File: config.mk
export PLATFORM = sky130hd
export DESIGN_NAME = otter_bus_xbar
export DESIGN_NICKNAME = d
export VERILOG_FILES = /design/src/rtl/otter_bus_xbar_pkg.sv /design/src/rtl/otter_bus_xbar_addr_decode.sv /design/src/rtl/otter_bus_xbar.sv
export SDC_FILE = /design/constraint.sdc
export NUM_CORES = 1
export LEC_CHECK = 0
export CORE_MARGIN = 1
export CORE_UTILIZATION = 41
export CTS_BUF_LIST = sky130_fd_sc_hd__clkbuf_4 sky130_fd_sc_hd__clkbuf_8
export CTS_CLUSTER_DIAMETER = 30
export DETAILED_ROUTE_END_ITERATION = 7
export PLACE_DENSITY = 0.94
export SYNTH_ARGS = -nofsm -noshare
export SYNTH_HDL_FRONTEND = slang
export SYNTH_SLANG_ARGS = --single-unit
File: constraint.sdc
create_clock -name i_clk -period 4.9 [get_ports i_clk]
set_input_delay 0.98 -clock i_clk [delete_from_list [all_inputs] [get_ports i_clk]]
set_output_delay 0.98 -clock i_clk [all_outputs]
set_load 0.01 [all_outputs]
File: src/rtl/otter_bus_xbar_pkg.sv
// otter_bus_xbar_pkg: shared definitions for the Otter data-bus crossbar.
//   - xbar_state_e : transaction FSM encodings (IDLE / BUSY / RESP)
//   - BusOk/BusErr : values carried on o_m_err
//   - idx_width()  : width of a binary slave index
//   - tmo_width()  : width of the optional hung-slave counter (8..16 bits)
//   - mask_wdata() : clears write-data bytes whose byte enable is low
package otter_bus_xbar_pkg;

    typedef enum logic [1:0] {
        StIdle = 2'd0,
        StBusy = 2'd1,
        StResp = 2'd2
    } xbar_state_e;

    localparam logic BusOk  = 1'b0;
    localparam logic BusErr = 1'b1;

    localparam int unsigned TmoMinW = 8;
    localparam int unsigned TmoMaxW = 16;

    function automatic int unsigned idx_width(input int unsigned n);
        return (n > 1) ? $clog2(n) : 1;
    endfunction

    function automatic int unsigned tmo_width(input int unsigned limit);
        int unsigned w;
        w = $clog2(limit + 1);
        if (w < TmoMinW) w = TmoMinW;
        if (w > TmoMaxW) w = TmoMaxW;
        return w;
    endfunction

    function automatic logic [31:0] mask_wdata(input logic [31:0] data,
                                               input logic [3:0]  sel,
                                               input bit          zero_unsel);
        logic [31:0] res;
        res = data;
        for (int b = 0; b < 4; b++) begin
            if (zero_unsel && !sel[b]) res[8*b +: 8] = 8'h00;
        end
        return res;
    endfunction

endpackage

File: src/rtl/otter_bus_xbar_addr_decode.sv
// otter_addr_decode: combinational priority address decoder.
// Slave i hits when (addr_i & MASK_i) == BASE_i; the lowest index wins on overlap.
// Ports:
//   addr_i : byte address from the master
//   hit_o  : some slave window matched
//   sel_o  : one-hot select of the winning slave (all zero on a miss)
//   idx_o  : binary index of the winning slave (zero on a miss)
module otter_addr_decode
    import otter_bus_xbar_pkg::*;
#(
    parameter int unsigned                  NUM_SLAVES = 2,
    parameter logic [32*NUM_SLAVES-1:0]     SLAVE_BASE = {32'h0000_0000, 32'h8000_0000},
    parameter logic [32*NUM_SLAVES-1:0]     SLAVE_MASK = {32'h8000_0000, 32'h8000_0000}
) (
    input  logic [31:0]                        addr_i,
    output logic                               hit_o,
    output logic [NUM_SLAVES-1:0]              sel_o,
    output logic [idx_width(NUM_SLAVES)-1:0]   idx_o
);

    localparam int unsigned IdxW = idx_width(NUM_SLAVES);

    // Scan from the highest index down so the lowest matching index is the last writer.
    always_comb begin
        hit_o = 1'b0;
        sel_o = '0;
        idx_o = '0;
        for (int i = NUM_SLAVES - 1; i >= 0; i--) begin
            if ((addr_i & SLAVE_MASK[32*i +: 32]) == SLAVE_BASE[32*i +: 32]) begin
                hit_o    = 1'b1;
                sel_o    = '0;
                sel_o[i] = 1'b1;
                idx_o    = IdxW'(i);
            end
        end
    end

endmodule

File: src/rtl/otter_bus_xbar.sv
// otter_bus_xbar: data-bus decoder between the hart dmem port and NUM_SLAVES targets.
// One transaction outstanding at a time; request/ack handshake with registered outputs.
// Optional feature macro: OTTER_BUS_TIMEOUT_EN (hung-slave timeout, TIMEOUT_CYCLES limit).
// Ports:
//   i_clk, i_rst                  : clock, asynchronous active-high reset
//   i_m_re/i_m_we/i_m_sel/i_m_addr/i_m_w_data : master request (re+we counts as write)
//   o_m_r_data/o_m_ack/o_m_err    : one-cycle response; r_data and err qualified by ack
//   o_s_cyc                       : one-hot slave select, high only in BUSY
//   o_s_we/o_s_sel/o_s_addr/o_s_w_data : latched request broadcast to all slaves
//   i_s_r_data/i_s_ack            : per-slave read data and completion
module otter_bus_xbar
    import otter_bus_xbar_pkg::*;
#(
    parameter int unsigned                  NUM_SLAVES       = 2,
    parameter logic [32*NUM_SLAVES-1:0]     SLAVE_BASE       = {32'h0000_0000, 32'h8000_0000},
    parameter logic [32*NUM_SLAVES-1:0]     SLAVE_MASK       = {32'h8000_0000, 32'h8000_0000},
    parameter int unsigned                  TIMEOUT_CYCLES   = 255,
    parameter int unsigned                  ZERO_UNSEL_BYTES = 1
) (
    input  logic                       i_clk,
    input  logic                       i_rst,
    input  logic                       i_m_re,
    input  logic                       i_m_we,
    input  logic [3:0]                 i_m_sel,
    input  logic [31:0]                i_m_addr,
    input  logic [31:0]                i_m_w_data,
    output logic [31:0]                o_m_r_data,
    output logic                       o_m_ack,
    output logic                       o_m_err,
    output logic [NUM_SLAVES-1:0]      o_s_cyc,
    output logic                       o_s_we,
    output logic [3:0]                 o_s_sel,
    output logic [31:0]                o_s_addr,
    output logic [31:0]                o_s_w_data,
    input  logic [32*NUM_SLAVES-1:0]   i_s_r_data,
    input  logic [NUM_SLAVES-1:0]      i_s_ack
);

    localparam int unsigned IdxW = idx_width(NUM_SLAVES);

    if (NUM_SLAVES < 1 || NUM_SLAVES > 8 || TIMEOUT_CYCLES < 1 || TIMEOUT_CYCLES > 65535)
    begin : g_bad_cfg
        $error("otter_bus_xbar: NUM_SLAVES must be 1..8 and TIMEOUT_CYCLES 1..65535");
    end

    xbar_state_e state_q, state_d;

    logic [NUM_SLAVES-1:0] cyc_q, cyc_d;
    logic                  we_q, we_d;
    logic [3:0]            sel_q, sel_d;
    logic [31:0]           addr_q, addr_d;
    logic [31:0]           wdata_q, wdata_d;
    logic [IdxW-1:0]       idx_q, idx_d;
    logic [31:0]           rdata_q, rdata_d;
    logic                  ack_q, ack_d;
    logic                  err_q, err_d;

    logic                  dec_hit;
    logic [NUM_SLAVES-1:0] dec_sel;
    logic [IdxW-1:0]       dec_idx;

    logic [31:0]           s_rdata [NUM_SLAVES];
    logic                  slv_ack;
    logic [31:0]           slv_rdata;
    logic                  m_req;
    logic                  tmo_hit;

    otter_addr_decode #(
        .NUM_SLAVES (NUM_SLAVES),
        .SLAVE_BASE (SLAVE_BASE),
        .SLAVE_MASK (SLAVE_MASK)
    ) u_decode (
        .addr_i (i_m_addr),
        .hit_o  (dec_hit),
        .sel_o  (dec_sel),
        .idx_o  (dec_idx)
    );

    always_comb begin
        for (int i = 0; i < NUM_SLAVES; i++) begin
            s_rdata[i] = i_s_r_data[32*i +: 32];
        end
    end

    assign m_req     = i_m_re | i_m_we;
    // Only the latched slave's ack counts; everything else on i_s_ack is ignored.
    assign slv_ack   = i_s_ack[idx_q];
    assign slv_rdata = s_rdata[idx_q];

`ifdef OTTER_BUS_TIMEOUT_EN
    localparam int unsigned     TmoW    = tmo_width(TIMEOUT_CYCLES);
    localparam logic [TmoW-1:0] TmoLast = TmoW'(TIMEOUT_CYCLES - 1);

    logic [TmoW-1:0] tmo_q, tmo_d;

    // Held at zero outside BUSY, so it is already clear on entry.
    always_comb begin
        tmo_d = '0;
        if (state_q == StBusy) tmo_d = tmo_q + 1'b1;
    end

    always_ff @(posedge i_clk or posedge i_rst) begin
        if (i_rst) tmo_q <= '0;
        else       tmo_q <= tmo_d;
    end

    // Fires in the TIMEOUT_CYCLES-th BUSY cycle; a same-cycle ack takes priority below.
    assign tmo_hit = (state_q == StBusy) && (tmo_q == TmoLast);
`else
    assign tmo_hit = 1'b0;
`endif

    always_comb begin
        state_d = state_q;
        cyc_d   = cyc_q;
        we_d    = we_q;
        sel_d   = sel_q;
        addr_d  = addr_q;
        wdata_d = wdata_q;
        idx_d   = idx_q;
        rdata_d = rdata_q;
        err_d   = err_q;
        ack_d   = 1'b0;

        unique case (state_q)
            StIdle: begin
                cyc_d = '0;
                if (m_req) begin
                    if (dec_hit) begin
                        state_d = StBusy;
                        cyc_d   = dec_sel;
                        we_d    = i_m_we;
                        sel_d   = i_m_sel;
                        addr_d  = i_m_addr;
                        wdata_d = mask_wdata(i_m_w_data, i_m_sel, ZERO_UNSEL_BYTES != 0);
                        idx_d   = dec_idx;
                    end else begin
                        state_d = StResp;
                        ack_d   = 1'b1;
                        err_d   = BusErr;
                        rdata_d = '0;
                    end
                end
            end
            StBusy: begin
                if (slv_ack) begin
                    state_d = StResp;
                    cyc_d   = '0;
                    ack_d   = 1'b1;
                    err_d   = BusOk;
                    rdata_d = we_q ? '0 : slv_rdata;
                end else if (tmo_hit) begin
                    state_d = StResp;
                    cyc_d   = '0;
                    ack_d   = 1'b1;
                    err_d   = BusErr;
                    rdata_d = '0;
                end
            end
            StResp: begin
                state_d = StIdle;
                err_d   = BusOk;
                rdata_d = '0;
            end
            default: begin
                state_d = StIdle;
                cyc_d   = '0;
            end
        endcase
    end

    always_ff @(posedge i_clk or posedge i_rst) begin
        if (i_rst) begin
            state_q <= StIdle;
            cyc_q   <= '0;
            we_q    <= 1'b0;
            sel_q   <= '0;
            addr_q  <= '0;
            wdata_q <= '0;
            idx_q   <= '0;
            rdata_q <= '0;
            ack_q   <= 1'b0;
            err_q   <= 1'b0;
        end else begin
            state_q <= state_d;
            cyc_q   <= cyc_d;
            we_q    <= we_d;
            sel_q   <= sel_d;
            addr_q  <= addr_d;
            wdata_q <= wdata_d;
            idx_q   <= idx_d;
            rdata_q <= rdata_d;
            ack_q   <= ack_d;
            err_q   <= err_d;
        end
    end

    assign o_s_cyc    = cyc_q;
    assign o_s_we     = we_q;
    assign o_s_sel    = sel_q;
    assign o_s_addr   = addr_q;
    assign o_s_w_data = wdata_q;
    assign o_m_ack    = ack_q;
    assign o_m_err    = err_q;
    assign o_m_r_data = rdata_q;

endmodule

# Word level (Yosys, flattened, before mapping)
# Cells that the tools add are included.
# word_totals
regBits	108
output_inout_bits	105
elab_cells	62
# classes
n_lt_le_gt_ge	2
eq_ne	5
mux	35
n_bitwise	3
n_reduce_logical	7
# op_table
operator	n
32-bit 2-to-1 mux	7
32-bit case mux with 3 select lines	1
32-bit zero test	1
8-bit 2-to-1 mux	4
2-bit 2-to-1 mux	8
1-bit 2-to-1 mux	11
2-bit != test (second input constant)	3
2-bit case mux with 3 select lines	1
2-bit case mux with 2 select lines	1
2-bit AND reduction	2
4-bit AND reduction	1
1-bit case mux with 3 select lines	1
3-bit AND reduction	1
3-bit nonzero test	1
2-bit by 1-bit == test with 1-bit output (second input constant)	1
2-bit == test (second input constant)	1
2-bit >= comparator (second input constant)	1
2-bit zero test	1
1-bit by 2-bit less-than comparator with 1-bit output (second input constant)	1
1-bit inverter with 2-bit output	1
1-bit case mux with 2 select lines	1
1-bit inverter	1
1-bit OR	1

# Depth between registers and ports, before layout
# Gate-level depths: netlist of the first run.
# logic_depth
word_depth	7
depth_mapped	8

# Hierarchy
# Synthesis of the first run repeated with hierarchy kept, for this count alone.
# hier_totals
hier_cells	403
area_unflattened_um2	4899.7
# by_module_without_submodules
module	instances	cells_per_inst	area_per_inst_um2	seq_area_each_um2
otter_bus_xbar	1	398	4869.7	2702.6
otter_addr_decode	1	5	30.0	0.0

# Worst setup path before layout of the first run
# Ideal clock, no wire load.
# synth_path
path_type	input-to-reg
start	in i_m_we
end	reg rdata_q[0], in the netlist o_m_r_data[0]
setup_time_ns	0.127
t_arrival_ns	1.993
path_slack_ns	2.780
path_stages	4
path_buffers	1
path_cell_list	nor3b_1 -> a211oi_4 -> buf_6 -> mux2_1
# synth_between
elab_chain_len	3
# synth_rtl
element	line	source
start: declaration	otter_bus_xbar.sv:23	input logic i_m_we,
1-bit OR	otter_bus_xbar.sv:85	assign m_req = i_m_re | i_m_we;
2-bit != test (no line)	n/a	
4-bit AND reduction (no line)	n/a	
end signal: assignment	otter_bus_xbar.sv:192	rdata_q <= rdata_d;
end: declaration	otter_bus_xbar.sv:54	logic [31:0] rdata_q, rdata_d;
# No other way between the ends.
# A chain may end at the register's enable or synchronous reset.

# Final worst setup path of the first run
# layout_path
start	in i_m_we
end	reg cyc_q[0], in the netlist o_s_cyc[0]
# layout_between
elab_chain_len	3
# layout_rtl
element	line	source
1-bit OR	otter_bus_xbar.sv:85	
2-bit 2-to-1 mux	otter_bus_xbar.sv:128	if (m_req) begin
2-bit case mux with 3 select lines	otter_bus_xbar.sv:125	unique case (state_q)
end signal: assignment	otter_bus_xbar.sv:186	cyc_q <= cyc_d;
end: declaration	otter_bus_xbar.sv:48	logic [NUM_SLAVES-1:0] cyc_q, cyc_d;
# No other way between the ends.

==> reports/qor.csv, run 1 <==
stage,metric,value,unit
outcome,status,"finished, final reports clean",
clock_tree,insertion_delay,360,ps
floorplanning,rows,38,
timing,tightest_slew,1200,ps
global_routing,groute.usage.overall,22.5,%
clock_tree,cts-htree-levels,3,
setup_path,cp_slowest_cell,o21a_2,
drt,first_pass_iters,4,
floorplanning,die_area,0.0118,sq mm
final_layout,mostFrequentLayoutCell,clkdlybuf4s50_1,
clock_tree,clkTransAtPathRegs,100,ps
floorplanning,die-width,109,um
timing,maxSlewHeadroom,20.0,%
drt,vias_per_cell,4.93,
setup_path,start_kind,input pin,
pwr,p_seq_share,36.4,%
setup_path,endpoint_kind,register,
pwr,p_int,2.68,mW
pwr,p_leak,3.59,nW
worst_hold_path,hold_path.class,register to register,
clock_tree,cts.path.max_buffers,2,
setup_path,timing_worst_setup_path_type,input pin to register,
clock_tree,postCtsSetupRepairBufs,0,
global_routing,antenna_found_initial,0,
setup_path,cp_max_fo,41,
synth,ys_types,26,
drt,ant_nets,0,
final_layout,nets,834,
final_layout,area_growth,58.3,%
synth,synth_edf_count,0,
synth,yosysWarnings,0,
drt,vias,4133,
timing,rsz0062_at_grt,no,
drt,drc_errors,0,
synth,async_reset_ff_share,100,%
clock_tree,cts_resized,0,
timing,hold_violations,0,
synth,synth.net_count,606,
place,place_congestion,0.779,
clock_tree,clockRootBuffer,clkbuf_8,
setup_path,critPathMaxStageDelay,670,ps
synth,yosysSeqAreaShare,58.1,%
drt,wl_per_cell,15.7,um
floorplanning,coreArea,0.0109,sq mm
place,place_hpwl,10000,um
pwr,vdd_drop_max,0.514,mV
global_routing,grt_pass1_vias,4343,
pwr,swShare,37.5,%
global_routing,grt_max_degree,81,
setup_path,required,5200,ps
run,cap_violations,0,
synth,avgSynthCellArea,10.0,sq um
final_layout,design_area,0.00737,sq mm
synth,synth_flop_cell,dfrtp_1,
timing,skew,10.5,ps
final_layout,fillers,859,
pwr,p_clk_share,13.1,%
timing,timing.fmax,367,MHz
clock_tree,postCtsHoldBufs,0,
clock_tree,cts_sinks,108,
pwr,finalPower,4.29,mW
drt,first_iter_violations,180,
setup_path,crit_path_cell_trace,"clkdlybuf4s50_1, o21a_2, buf_4, and2_1, mux2_2",
floorplanning,die-height,109,um
clock_tree,cts_tree,done,
floorplanning,pin_count,243,
timing,post-route-period-util,55.5,%
timing,slew_viol_final,0,
synth,ys_ff_latch,108,
synth,syn_area,0.00465,sq mm
pwr,combPwrFrac,50.4,%
final_layout,layout-drive-gt1-share,4.44,%
final_layout,diodes,0,
clock_tree,numCtsBuffers,9,
place,port_buffers,242,
timing,period_needed,2720,ps
place,postPlaceCellArea,0.00716,sq mm
floorplanning,start_util,42.6,%
pwr,p_sw,1.61,mW
final_layout,layout_common_cells,"242 x clkdlybuf4s50_1, 172 x nand2_1, 107 x dfrtp_1",
timing,fin_setup_tns,0,ps
drt,postRouteWirelength,13200,um
synth,synthCells,465,
pwr,p_per_area,582,mW/mm^2
global_routing,grt_pass1_wl,20300,um
setup_path,worstPathArrival,3020,ps
timing,setup_viol,0,
global_routing,gr-total-overflow,0,
[path summary, 6_finish.rpt]
path,from,to,slack [ps],cells past startpoint
min in group asynchronous,i_rst,o_s_addr[2]$_DFFE_PP0P_,1170,2
setup / recovery,i_m_we,o_s_cyc[0]$_DFFE_PP0P_,2180,5
setup reg to reg,idx_q$_DFFE_PP0P_,o_m_r_data[10]$_DFFE_PP0P_,2400,4
max in group asynchronous,i_rst,o_m_r_data[30]$_DFFE_PP0P_,2730,3
hold reg to reg,o_s_w_data[26]$_DFFE_PP0P_,o_s_w_data[26]$_DFFE_PP0P_,480,2
hold / removal,o_s_w_data[26]$_DFFE_PP0P_,o_s_w_data[26]$_DFFE_PP0P_,480,2
[cell usage after synthesis, types with 2 or more instances]
cell | count | area share (%)
a21o_1 | 2 | 0.32
a21oi_1 | 2 | 0.22
buf_1 | 5 | 0.40
buf_2 | 3 | 0.32
buf_6 | 3 | 0.73
clkbuf_1 | 17 | 1.4
dfrtp_1 | 108 | 58
ha_1 | 3 | 0.81
inv_1 | 5 | 0.40
mux2_1 | 29 | 7.0
mux2_2 | 5 | 1.2
mux2i_1 | 32 | 6.9
nand2_1 | 172 | 14
nand2b_1 | 2 | 0.27
nand3_1 | 32 | 3.4
nor2_1 | 35 | 2.8
[stage by stage]
stage          utilization [%]  cells  worst slack [ps]  hold WS [ps]
2_1_floorplan                -    465              1070           507
3_3_place_gp              65.5    822              1890           451
3_5_place_dp              65.5    822              1820           459
4_1_cts                   67.4    838              2200           485
5_1_grt                   67.4    838              2050           506
6_report                  67.4    838              2180           481
[sequential cells by signal (all words and copies together) (netlist names)]
name and count:
o_s_sel 4, idx_q 1, o_s_cyc 2, o_m_err 1, o_m_r_data 32, state_q 2
o_s_addr 32, o_m_ack 1, o_s_we 1, o_s_w_data 32
[per-layer routing]
metal	track usage (%)	vias up	share of wire, %
li1	-	1954	-
met1	25.4	1985	39
met2	40.6	169	52
met3	5.36	25	7.2
met4	8.98	0	2.0
met5	0	-	0
[cells by family (layout without fill, tap and decap cells)]
| kind of cell | after synthesis | after routing | synth area share, % |
|---|---|---|---|
| AO/OA/AOI/OAI | 9 | 9 | 1.48 |
| multiplexers | 67 | 67 | 15.4 |
| flip-flops | 108 | 108 | 58.1 |
| AND/OR/NAND/NOR | 244 | 244 | 20.8 |
| adder cells (fa/ha/maj) | 3 | 3 | 0.807 |
| buffers and inverters | 34 | 267 | 3.39 |
[critical path, delay by kind of cell]
family | cells | cell delay (ps)
compound gates | 1 | 670
mux | 1 | 150
buf+inv | 2 | 1000
simple gates | 1 | 220
[final cells by class]
| type | count | area [sq um] | share of cell area [%] |
|---|---|---|---|
| Clock inverter | 5 | 58.8 | 0.798 |
| Timing Repair Buffer | 246 | 2450 | 33.3 |
| Clock buffer | 11 | 151 | 2.05 |
| Multi-Input combinational cell | 323 | 1810 | 24.5 |
| Tap cell | 140 | 175 | 2.38 |
| Inverter | 5 | 21.3 | 0.289 |
| Sequential cell | 108 | 2700 | 36.7 |
[power by group through the flow]
stage	clock, mW	sequential (mW)	combinational (mW)
6_report	0.564	1.56	2.16
4_1_cts	0.581	1.57	2.19
3_5_place_dp	0	1.58	2.18
5_1_grt	0.615	1.62	2.34
2_1_floorplan	0	1.66	0.989
3_3_place_gp	0	1.55	2.10
No activity file was read; power rests on OpenSTA's default activity.
==> run 2, diff against run 1 <==
clock period = 2.6 ns   (was 4.9 ns; I/O delays follow)
==> run 2 against run 1 <==
  * Die area did not move
  * Worst setup slack got worse by 1600 ps
  * Power rose by 94%
  * Non-clock buffer count rose by 5
  * Clock-buffer cell count rose by 1
  * Global-route usage fell by 0.57 points
  * Critical endpoint is now o_m_r_data[1]$_DFFE_PP0P_
  * Register-to-register slack got worse by 1900 ps
  * Clock skew fell by 3.8 ps
  * Largest cell class unchanged
==> reports/qor.csv, run 2 (synthesis results as in run 1) <==
stage,metric,value,unit,change
outcome,status,"finished, final reports clean",,
final_layout,mostFrequentLayoutCell,clkdlybuf4s50_1,,
final_layout,fillers,813,,-5.4%
drt,first_iter_violations,191,,+6.1%
setup_path,r2r_start,state_q[0]$_DFFE_PP0P_,,
timing,timing.fmax,484,MHz,
final_layout,area_growth,60.4,%,
drt,vias_per_cell,4.78,,-3.1%
timing,skew,6.77,ps,-3.78 ps
clock_tree,postCtsSetupRepairBufs,0,,unchanged
floorplanning,die-width,109,um,unchanged
final_layout,design_area,0.00747,sq mm,+1.3%
global_routing,grt_pass1_vias,4218,,-2.9%
final_layout,layout_common_cells,"242 x clkdlybuf4s50_1, 172 x nand2_1, 107 x dfrtp_1",,
global_routing,groute.usage.overall,21.9,%,-0.57 points
place,postPlaceCellArea,0.00722,sq mm,+0.89%
worst_hold_path,holdPathStages,2,,unchanged
floorplanning,die_area,0.0118,sq mm,unchanged
run,cap_violations,0,,unchanged
floorplanning,start_util,42.6,%,unchanged
setup_path,start_kind,register,,
clock_tree,postCtsHoldBufs,0,,unchanged
setup_path,r2r_slack,530,ps,-1870 ps
clock_tree,clockRootBuffer,clkbuf_8,,
floorplanning,pin_count,243,,unchanged
floorplanning,rows,38,,unchanged
setup_path,timing.rr.end,o_m_r_data[1]$_DFFE_PP0P_,,
setup_path,cp_max_fo,33,,-20%
clock_tree,numCtsBuffers,9,,unchanged
timing,post-route-period-util,79.5,%,
setup_path,critPathMaxStageDelay,380,ps,-290 ps
place,placedCellCount,827,,+0.61%
drt,vias,4030,,-2.5%
clock_tree,cts_tree,done,,
setup_path,rr_worst_depth,7,,+3
final_layout,layout-drive-gt1-share,5.12,%,+0.68 points
timing,maxSlewHeadroom,51.2,%,+31 points
setup_path,cp_slowest_cell,dfrtp_1,,
place,place_congestion,0.774,,-0.60%
clock_tree,cts.path.max_buffers,2,,unchanged
timing,slew_viol_final,0,,unchanged
global_routing,grt_pass1_wl,19800,um,-2.4%
clock_tree,cts-htree-levels,3,,unchanged
place,place_ws,267,ps,-1550 ps
drt,wl_per_cell,15.2,um,-3.7%
clock_tree,cts_resized,0,,unchanged
final_layout,diodes,0,,unchanged
setup_path,timing_worst_setup_path_type,register to register,,
drt,postRouteWirelength,12800,um,-3.1%
final_layout,final_util,68.3,%,+0.89 points
global_routing,grt_max_degree,68,,-16%
final_layout,stdcell_count,843,,+0.60%
clock_tree,cts_sinks,108,,unchanged
timing,hold_violations,0,,unchanged
worst_hold_path,hold_path.class,register to register,,
setup_path,endpoint_kind,register,,
clock_tree,clkTransAtPathRegs,90,ps,about the same
drt,first_pass_iters,4,,unchanged
setup_path,cp.buffers_inverters,3,,+1
timing,rsz0062_at_grt,no,,
timing,period_needed,2070,ps,
place,place_hpwl,9900,um,-0.95%
worst_hold_path,hold_start,o_s_w_data[30]$_DFFE_PP0P_,,
global_routing,antenna_found_initial,0,,unchanged
timing,setup_viol,0,,unchanged
setup_path,cp_top_family,buffers and inverters,,
pwr,finalPower,8.32,mW,+94%
timing,hold_ws,475,ps,-6.43 ps
timing,tightest_slew,732,ps,-468 ps
drt,ant_nets,0,,unchanged
final_layout,nets,839,,+0.60%
floorplanning,coreArea,0.0109,sq mm,unchanged
timing,timing.final.ws_setup,534,ps,-1640 ps
timing,fin_setup_tns,0,ps,unchanged
pwr,p_leak,3.63,nW,+1.3%
worst_hold_path,min_to,o_s_w_data[30]$_DFFE_PP0P_,,
global_routing,gr-total-overflow,0,,unchanged
drt,drc_errors,0,,unchanged
pwr,vdd_drop_max,0.654,mV,+27%
floorplanning,die-height,109,um,unchanged
pwr,p_per_area,1110,mW/mm^2,+91%
place,port_buffers,242,,unchanged
setup_path,required,2840,ps,-2360 ps
setup_path,worstPathArrival,2310,ps,-710 ps
setup_path,crit_path_cell_trace,"inv_1, ha_1, nor3b_1, buf_4, a211oi_4, buf_12, mux2_1",,
clock_tree,insertion_delay,360,ps,about the same
run 2: cell count changes in the layout (fill, tap and decap cells not counted), sizes merged:
cell    previous run  this run
buf                4         9
bufinv             1         3
clkbuf            11        12
clkinv             1         0
inv                6         4
run 2: worst max path at each step:
stage | slack (ps) | cells after the start | end | start
2_1_floorplan | 780 | 1 | idx_q$_DFFE_PP0P_ | i_rst
3_3_place_gp | 290 | 6 | o_m_r_data[8]$_DFFE_PP0P_ | i_m_we
3_5_place_dp | 270 | 6 | o_m_r_data[3]$_DFFE_PP0P_ | i_m_we
4_1_cts | 540 | 7 | o_m_r_data[3]$_DFFE_PP0P_ | state_q[0]$_DFFE_PP0P_
5_1_grt | 460 | 7 | o_m_r_data[28]$_DFFE_PP0P_ | state_q[0]$_DFFE_PP0P_
6_report | 530 | 7 | o_m_r_data[1]$_DFFE_PP0P_ | state_q[0]$_DFFE_PP0P_
run 2: metal layers:
| layer | vias to the layer above | part of all wire (%) | global-route usage (%) |
|---|---|---|---|
| met2 | 162 | 52 | 39.9 |
| met5 | - | 0 | 0 |
| met4 | 0 | 3.1 | 10.7 |
| met1 | 1889 | 37 | 23.6 |
| met3 | 28 | 8.3 | 5.30 |
| li1 | 1951 | - | - |
run 2: worst min-delay path: cells and delay by family, from the launching register on:
family           cells  cell delay, ps
AND/OR/NAND/NOR      2             100
flip-flops           1             350
run 2: final cells by class:
cell class	count	area, sq um	area share [%]
tap	140	175	2.35
timing repair buffer	251	2510	33.7
sequential	108	2700	36.2
inverter	5	22.5	0.302
clock buffer	12	146	1.96
multi-input combinational	323	1810	24.2
clock inverter	4	97.6	1.31
run 2: report_power, final:
| part | internal (mW) | switching (mW) |
|---|---|---|
| registers | 2.41 | 0.393 |
| clock network | 0.673 | 0.541 |
| logic | 2.22 | 2.08 |
| total | 5.30 | 3.01 |
